[config.mk]
export PLATFORM = sky130hd
export DESIGN_NAME = frame_buffer_writer
export DESIGN_NICKNAME = d
export VERILOG_FILES = /design/src/rtl/frame_buffer_writer_pkg.sv /design/src/rtl/frame_buffer_writer_sync_fifo.sv /design/src/rtl/frame_buffer_writer.sv
export SDC_FILE = /design/constraint.sdc
export NUM_CORES = 1
export LEC_CHECK = 0
export CAP_MARGIN = 20
export CORE_ASPECT_RATIO = 2
export CORE_MARGIN = 2
export CORE_UTILIZATION = 25
export CTS_CLUSTER_SIZE = 20
export DETAILED_ROUTE_END_ITERATION = 6
export PLACE_DENSITY_LB_ADDON = 0.08
export SKIP_CTS_REPAIR_TIMING = 1
export SLEW_MARGIN = 10
export SYNTH_ARGS = -nofsm -noshare
export SYNTH_HDL_FRONTEND = slang
export SYNTH_HIERARCHICAL = 1
export SYNTH_SLANG_ARGS = --single-unit
[constraint.sdc]
create_clock -name clock_clk -period 9.4 [get_ports clock_clk]
set_input_delay 1.88 -clock clock_clk [delete_from_list [all_inputs] [get_ports clock_clk]]
set_output_delay 1.88 -clock clock_clk [all_outputs]
set_load 0.05 [all_outputs]
[src/rtl/frame_buffer_writer_pkg.sv]
// Shared types for the frame buffer writer: FSM states, FIFO entry layout, pixel type
// and the line-offset helper used for framebuffer address generation.
package frame_buffer_writer_pkg;

    localparam int H_RES_DEF = 640;
    localparam int V_RES_DEF = 480;

    typedef enum logic [2:0] {
        IDLE,
        DRAW,
        CLEAR,
        FLUSH,
        SWAP_WAIT
    } state_t;

    typedef logic [15:0] rgb565_t;

    typedef struct packed {
        logic [31:0] addr;
        rgb565_t     data;
    } fifo_entry_t;

    // 640 is decomposed as 512+128 so the default geometry needs no multiplier.
    function automatic logic [31:0] line_offset(input logic [8:0] y, input int h_res);
        logic [31:0] y32;
        y32 = {23'd0, y};
        if (h_res == 640)
            return (y32 << 9) + (y32 << 7);
        return y32 * 32'(h_res);
    endfunction

endpackage

[src/rtl/frame_buffer_writer_sync_fifo.sv]
// Synchronous FIFO, 1-cycle write-to-read latency, registered storage; pushes while full
// and pops while empty are dropped, and a push/pop pair in one cycle is allowed.
module sync_fifo #(
    parameter int WIDTH = 48,
    parameter int DEPTH = 8
) (
    input  logic             clk,
    input  logic             rst_n,
    input  logic             push,
    input  logic             pop,
    input  logic [WIDTH-1:0] din,
    output logic [WIDTH-1:0] dout,
    output logic             full,
    output logic             empty
);
    localparam int AW = $clog2(DEPTH);

    logic [WIDTH-1:0] mem [DEPTH];
    logic [AW-1:0]    wr_ptr;
    logic [AW-1:0]    rd_ptr;
    logic [AW:0]      count;
    logic             do_push;
    logic             do_pop;

    assign full    = (count == (AW+1)'(DEPTH));
    assign empty   = (count == '0);
    assign do_push = push && !full;
    assign do_pop  = pop && !empty;
    assign dout    = mem[rd_ptr];

    always_ff @(posedge clk) begin
        if (do_push)
            mem[wr_ptr] <= din;
    end

    always_ff @(posedge clk) begin
        if (!rst_n) begin
            wr_ptr <= '0;
            rd_ptr <= '0;
            count  <= '0;
        end else begin
            if (do_push)
                wr_ptr <= wr_ptr + 1'b1;
            if (do_pop)
                rd_ptr <= rd_ptr + 1'b1;
            case ({do_push, do_pop})
                2'b10:   count <= count + 1'b1;
                2'b01:   count <= count - 1'b1;
                default: count <= count;
            endcase
        end
    end

endmodule

[src/rtl/frame_buffer_writer.sv]
// Double-buffered pixel/clear writer to SDRAM over Avalon-MM; pixel reaches avm_write one
// cycle after accept. px_ready drops when the write FIFO is full or the FSM is busy.
module frame_buffer_writer
    import frame_buffer_writer_pkg::*;
#(
    parameter int          H_RES      = H_RES_DEF,
    parameter int          V_RES      = V_RES_DEF,
    parameter logic [31:0] BUF0_BASE  = 32'h0000_0000,
    parameter logic [31:0] BUF1_BASE  = 32'h0009_6000,
    parameter int          FIFO_DEPTH = 8
) (
    input  logic        clock_clk,
    input  logic        reset_reset_n,
    input  logic        px_valid,
    output logic        px_ready,
    input  logic [9:0]  px_x,
    input  logic [8:0]  px_y,
    input  logic [15:0] px_color,
    input  logic        frame_done,
    input  logic        clear_start,
    input  logic [15:0] clear_color,
    input  logic        vga_vs_n,
    output logic [31:0] frame_buffer_ptr,
    output logic        frame_swapped,
    output logic        busy,
    output logic [31:0] avm_address,
    output logic        avm_write,
    output logic [15:0] avm_writedata,
    output logic [1:0]  avm_byteenable,
    input  logic        avm_waitrequest
);
    localparam logic [18:0] LAST_IDX = 19'(H_RES * V_RES - 1);

    state_t      state;
    logic [31:0] back_base;
    logic [18:0] clr_idx;
    rgb565_t     clr_color;
    logic        done_pend;
    logic        vs_q;

    fifo_entry_t push_entry;
    fifo_entry_t head;
    logic        push;
    logic        pop;
    logic        full;
    logic        empty;
    logic        accept;
    logic        in_range;

    assign px_ready = ((state == IDLE) || (state == DRAW)) && !full && reset_reset_n;
    assign accept   = px_valid && px_ready;
    assign in_range = (32'(px_x) < 32'(H_RES)) && (32'(px_y) < 32'(V_RES));

    always_comb begin
        push       = 1'b0;
        push_entry = '0;
        if (state == CLEAR) begin
            push            = !full;
            push_entry.addr = back_base + {12'd0, clr_idx, 1'b0};
            push_entry.data = clr_color;
        end else begin
            push            = accept && in_range;
            push_entry.addr = back_base + ((line_offset(px_y, H_RES) + 32'(px_x)) << 1);
            push_entry.data = px_color;
        end
    end

    assign pop            = !empty && !avm_waitrequest;
    assign avm_write      = !empty;
    assign avm_address    = head.addr;
    assign avm_writedata  = head.data;
    assign avm_byteenable = 2'b11;
    assign busy           = (state != IDLE) || !empty;

    sync_fifo #(
        .WIDTH ($bits(fifo_entry_t)),
        .DEPTH (FIFO_DEPTH)
    ) u_fifo (
        .clk   (clock_clk),
        .rst_n (reset_reset_n),
        .push  (push),
        .pop   (pop),
        .din   (push_entry),
        .dout  (head),
        .full  (full),
        .empty (empty)
    );

    always_ff @(posedge clock_clk) begin
        if (!reset_reset_n) begin
            state            <= IDLE;
            clr_idx          <= '0;
            clr_color        <= '0;
            done_pend        <= 1'b0;
            frame_buffer_ptr <= BUF0_BASE;
            back_base        <= BUF1_BASE;
            frame_swapped    <= 1'b0;
            vs_q             <= 1'b1;
        end else begin
            vs_q          <= vga_vs_n;
            frame_swapped <= 1'b0;
            case (state)
                IDLE: begin
                    if (clear_start) begin
                        clr_color <= clear_color;
                        clr_idx   <= '0;
                        done_pend <= frame_done;
                        state     <= CLEAR;
                    end else if (frame_done) begin
                        state <= FLUSH;
                    end else if (accept) begin
                        state <= DRAW;
                    end
                end
                DRAW: begin
                    if (frame_done)
                        state <= FLUSH;
                end
                CLEAR: begin
                    if (!full) begin
                        if (clr_idx == LAST_IDX) begin
                            clr_idx   <= '0;
                            done_pend <= 1'b0;
                            state     <= done_pend ? FLUSH : IDLE;
                        end else begin
                            clr_idx <= clr_idx + 1'b1;
                        end
                    end
                end
                FLUSH: begin
                    if (empty)
                        state <= SWAP_WAIT;
                end
                SWAP_WAIT: begin
                    // Only an edge seen entirely within SWAP_WAIT counts.
                    if (vs_q && !vga_vs_n) begin
                        frame_buffer_ptr <= back_base;
                        back_base        <= frame_buffer_ptr;
                        frame_swapped    <= 1'b1;
                        state            <= IDLE;
                    end
                end
                default: state <= IDLE;
            endcase
        end
    end

endmodule

==> results.md <==
* Critical Path Sink Type: flip-flop
* CP arrival at 6.68 ns
* Clk_lat worst skew at 0.61 ns
* Footprint of the multi-input gates at 7540 µm²
* Post-Synthesis Cells at 1508
* Top FF cell, synth: edfxtp_1
* Critical Path Start: px_y[2]
* # port buffers at 141
* CTS Sinks at 502
* # H-tree levels at 2
* Final hold slack at 0.468 ns
* Area Overhead vs Synth at 19.8%
* Reg-to-Reg Start: state[1]$_SDFFE_PN0P_
* First-pass GRT wire length at 89.9 mm
* R2R cell count at 6
* Row count at 153
* Drt pass-1 iters at 4
* Die extent in x at 213 µm
* Grt ovf at 0
* CP Data Required Time at 9.70 ns
* DR vias at 12600
* Final period util at 67.8%
* IO Pins at 144
* Min cycle time layout at 6.37 ns
* Final hold vios at 0
* Synthesized area at 21800 µm²
* Post-Place Setup Slack at 2.37 ns
* Final TNS setup at 0 ns
* Layout cells sized above 1 at 15.9%
* EDFF count, synth at 384
* Worst hold path type: reg -> reg
* Initial Utilization at 25.2%
* Vias in the first global route at 13400
* R2R Path End: u_fifo/mem[5][45]$_DFFE_PP_
* Endpoints failing setup at 0
* Core area at 86700 µm²
* Crit Path Max Fanout at 8
* Startpoint Class: input pin
* Die footprint at 89900 µm²
* Initial antenna violation count at 2
* Half-perimeter wire length after placement at 38.4 mm
* Worst rel slew slack at 28.6%
* Register area at 13900 µm²
* Gpl congestion at 0.718
* Pleak at 8.36 nW
* Post-synthesis register bit count at 502
* Most frequent cells in the layout: edfxtp_1 (384), nand2_1 (281), clkdlybuf4s50_1 (140)
* Crit path kind: in -> reg
* Synth async-reset ratio at 0%
* TritonCTS clock tree: done
* Post-DRT Antenna Nets at 0
* Inst Count DP at 2752
* Clock transition at path regs at 0.06 ns
* Register area share after synthesis at 63.6%
* DR iter-0 viols at 673
* Maximum vdd drop at 143 µV
* Max-cap violations at 0
* Slew Viols, Final at 0
* Die Y-Extent at 422 µm
* Final core occ at 30.2%
* Mean Syn Cell Area at 14.5 µm²
* Status: finished, final reports clean
* Deepest clock path buffer count at 3
* Worst Max-Slew Pin Slew at 1.07 ns
* Drt via density at 4.42
* Final WS setup at 3.03 ns
* Nets at 1740
* Clk root buf: clkbuf_16
* Num CTS Buffers at 50
* Skew final at 0.0394 ns
* Final wirelength at 60.7 mm
* Non-filler instance count after layout at 2846
* Fillers at 8639
* Power density over the cells at 252 nW/µm²
* Most common cell after layout, fill and taps aside: edfxtp_1
* Routed WL per cell at 21.3 µm
* Synth Warn # at 6
* GRT Total Usage at 13.7%
* Fmax at 157 MHz
* Largest net degree at the start of global routing at 83
* Unrepaired setup endpoints after global routing: no
* Post-synthesis cell type count at 77
* Drt drc at 0
* Reg2reg setup slack at 4.71 ns
* Crit path to: u_fifo/mem[0][46]$_DFFE_PP_
-- stage by stage --
step                total power, mW  instance area [µm²]
floorplan                      4.03                21900
global route                   6.90                26200
finish                         6.59                26200
CTS                            6.75                26200
global placement               4.63                24500
detailed placement             4.64                24500
-- cell families after synthesis --
kind of cell	Yosys count	share of synthesized area, %
adder cells (fa/ha/maj)	40	2.39
flip-flops	502	63.6
AND/OR/NAND/NOR	447	9.20
other	2	0.0344
XOR/XNOR	62	2.49
multiplexers	150	13.4
buffers and inverters	93	2.22
AO/OA/AOI/OAI	212	6.70
-- sequential cells by signal (all words and copies together), names as in the netlist, named ones only --
signal,flops
back_base,32
clr_color,16
clr_idx,19
done_pend,1
frame_buffer_ptr,32
frame_swapped,1
state,3
u_fifo/count,4
u_fifo/mem,384
u_fifo/rd_ptr,3
u_fifo/wr_ptr,3
vs_q,1
-- report_power, final --
group	total [mW]	leakage [nW]	internal [mW]	switching (mW)
sequential	2.77	4.38	2.68	0.0882
clock	2.06	0.787	1.17	0.892
combinational	1.76	3.20	0.649	1.11
-- synthesized netlist by cell type, types with 4 or more instances --
library cell  count  share of area [%]
nor4_1            4               0.11
dfxtp_1         118                 11
inv_1            13               0.22
clkbuf_1         49               0.84
a21boi_0         79                2.7
a31oi_1           5               0.14
buf_12            5               0.46
xnor2_1          37                1.5
mux4_2           94                9.7
nor2b_1          10               0.29
o2111ai_1         4               0.16
nor3_1           10               0.23
xor2_1           25                1.0
nor2_1           53               0.91
o211ai_1          7               0.24
nand2_1         282                4.8
and2_1           14               0.40
nand3_1          24               0.55
mux2i_1           5               0.23
nor3b_1           4               0.14
a21o_1           10               0.34
a211oi_1          5               0.17
ha_1             37                2.1
mux2_2           10               0.52
nand2b_1         11               0.32
edfxtp_1        384                 53
mux2_4           39                2.7
o21ai_0          30               0.69
a21oi_1          38               0.87
buf_2            18               0.41
or2_2             4               0.11
nand4_1           5               0.14
and3_1            6               0.17
-- worst min-delay path by stage --
stage                                      end  slack (ns)  depth (start not counted)                       start
CTS                 clr_color[11]$_SDFFE_PN0P_        0.47                          2  clr_color[11]$_SDFFE_PN0P_
floorplan            clr_color[0]$_SDFFE_PN0P_        0.44                          2   clr_color[0]$_SDFFE_PN0P_
global route         clr_color[0]$_SDFFE_PN0P_        0.49                          2   clr_color[0]$_SDFFE_PN0P_
global placement    clr_color[11]$_SDFFE_PN0P_        0.45                          2  clr_color[11]$_SDFFE_PN0P_
finish               clr_color[0]$_SDFFE_PN0P_        0.47                          2   clr_color[0]$_SDFFE_PN0P_
detailed placement   clr_color[8]$_SDFFE_PN0P_        0.46                          2   clr_color[8]$_SDFFE_PN0P_
-- metal layers --
metal	vias to the layer above	part of all wire, %	track usage [%]
met1	6367	40	15.9
met3	79	3.8	2.08
met5	-	0	0
met4	0	2.9	4.69
li1	5918	-	-
met2	228	53	25.1
-- area by class of cell --
class	count	area share, %
Clock inverter	28	1.30
Multi-Input combinational cell	914	28.8
Sequential cell	502	53.1
Antenna cell	1	0.00956
Inverter	13	0.186
Clock buffer	65	5.07
Tap cell	1162	5.55
Timing Repair Buffer	161	5.96
-- worst max-delay path, stage by stage --
cell	delay [ns]
clkdlybuf4s50_1	0.51
ha_1	0.20
inv_1	0.06
fa_1	0.39
nand2b_1	0.23
a2111oi_0	0.41
a211o_1	0.24
nor4b_2	0.33
xnor2_1	0.16
o21ai_0	0.10
ha_1	0.43
nand2_1	0.10
nor2_1	0.20
nand2_1	0.10
a211oi_1	0.60
o211ai_1	0.22
xnor2_1	0.50
Power figures use the tool's default switching activity.
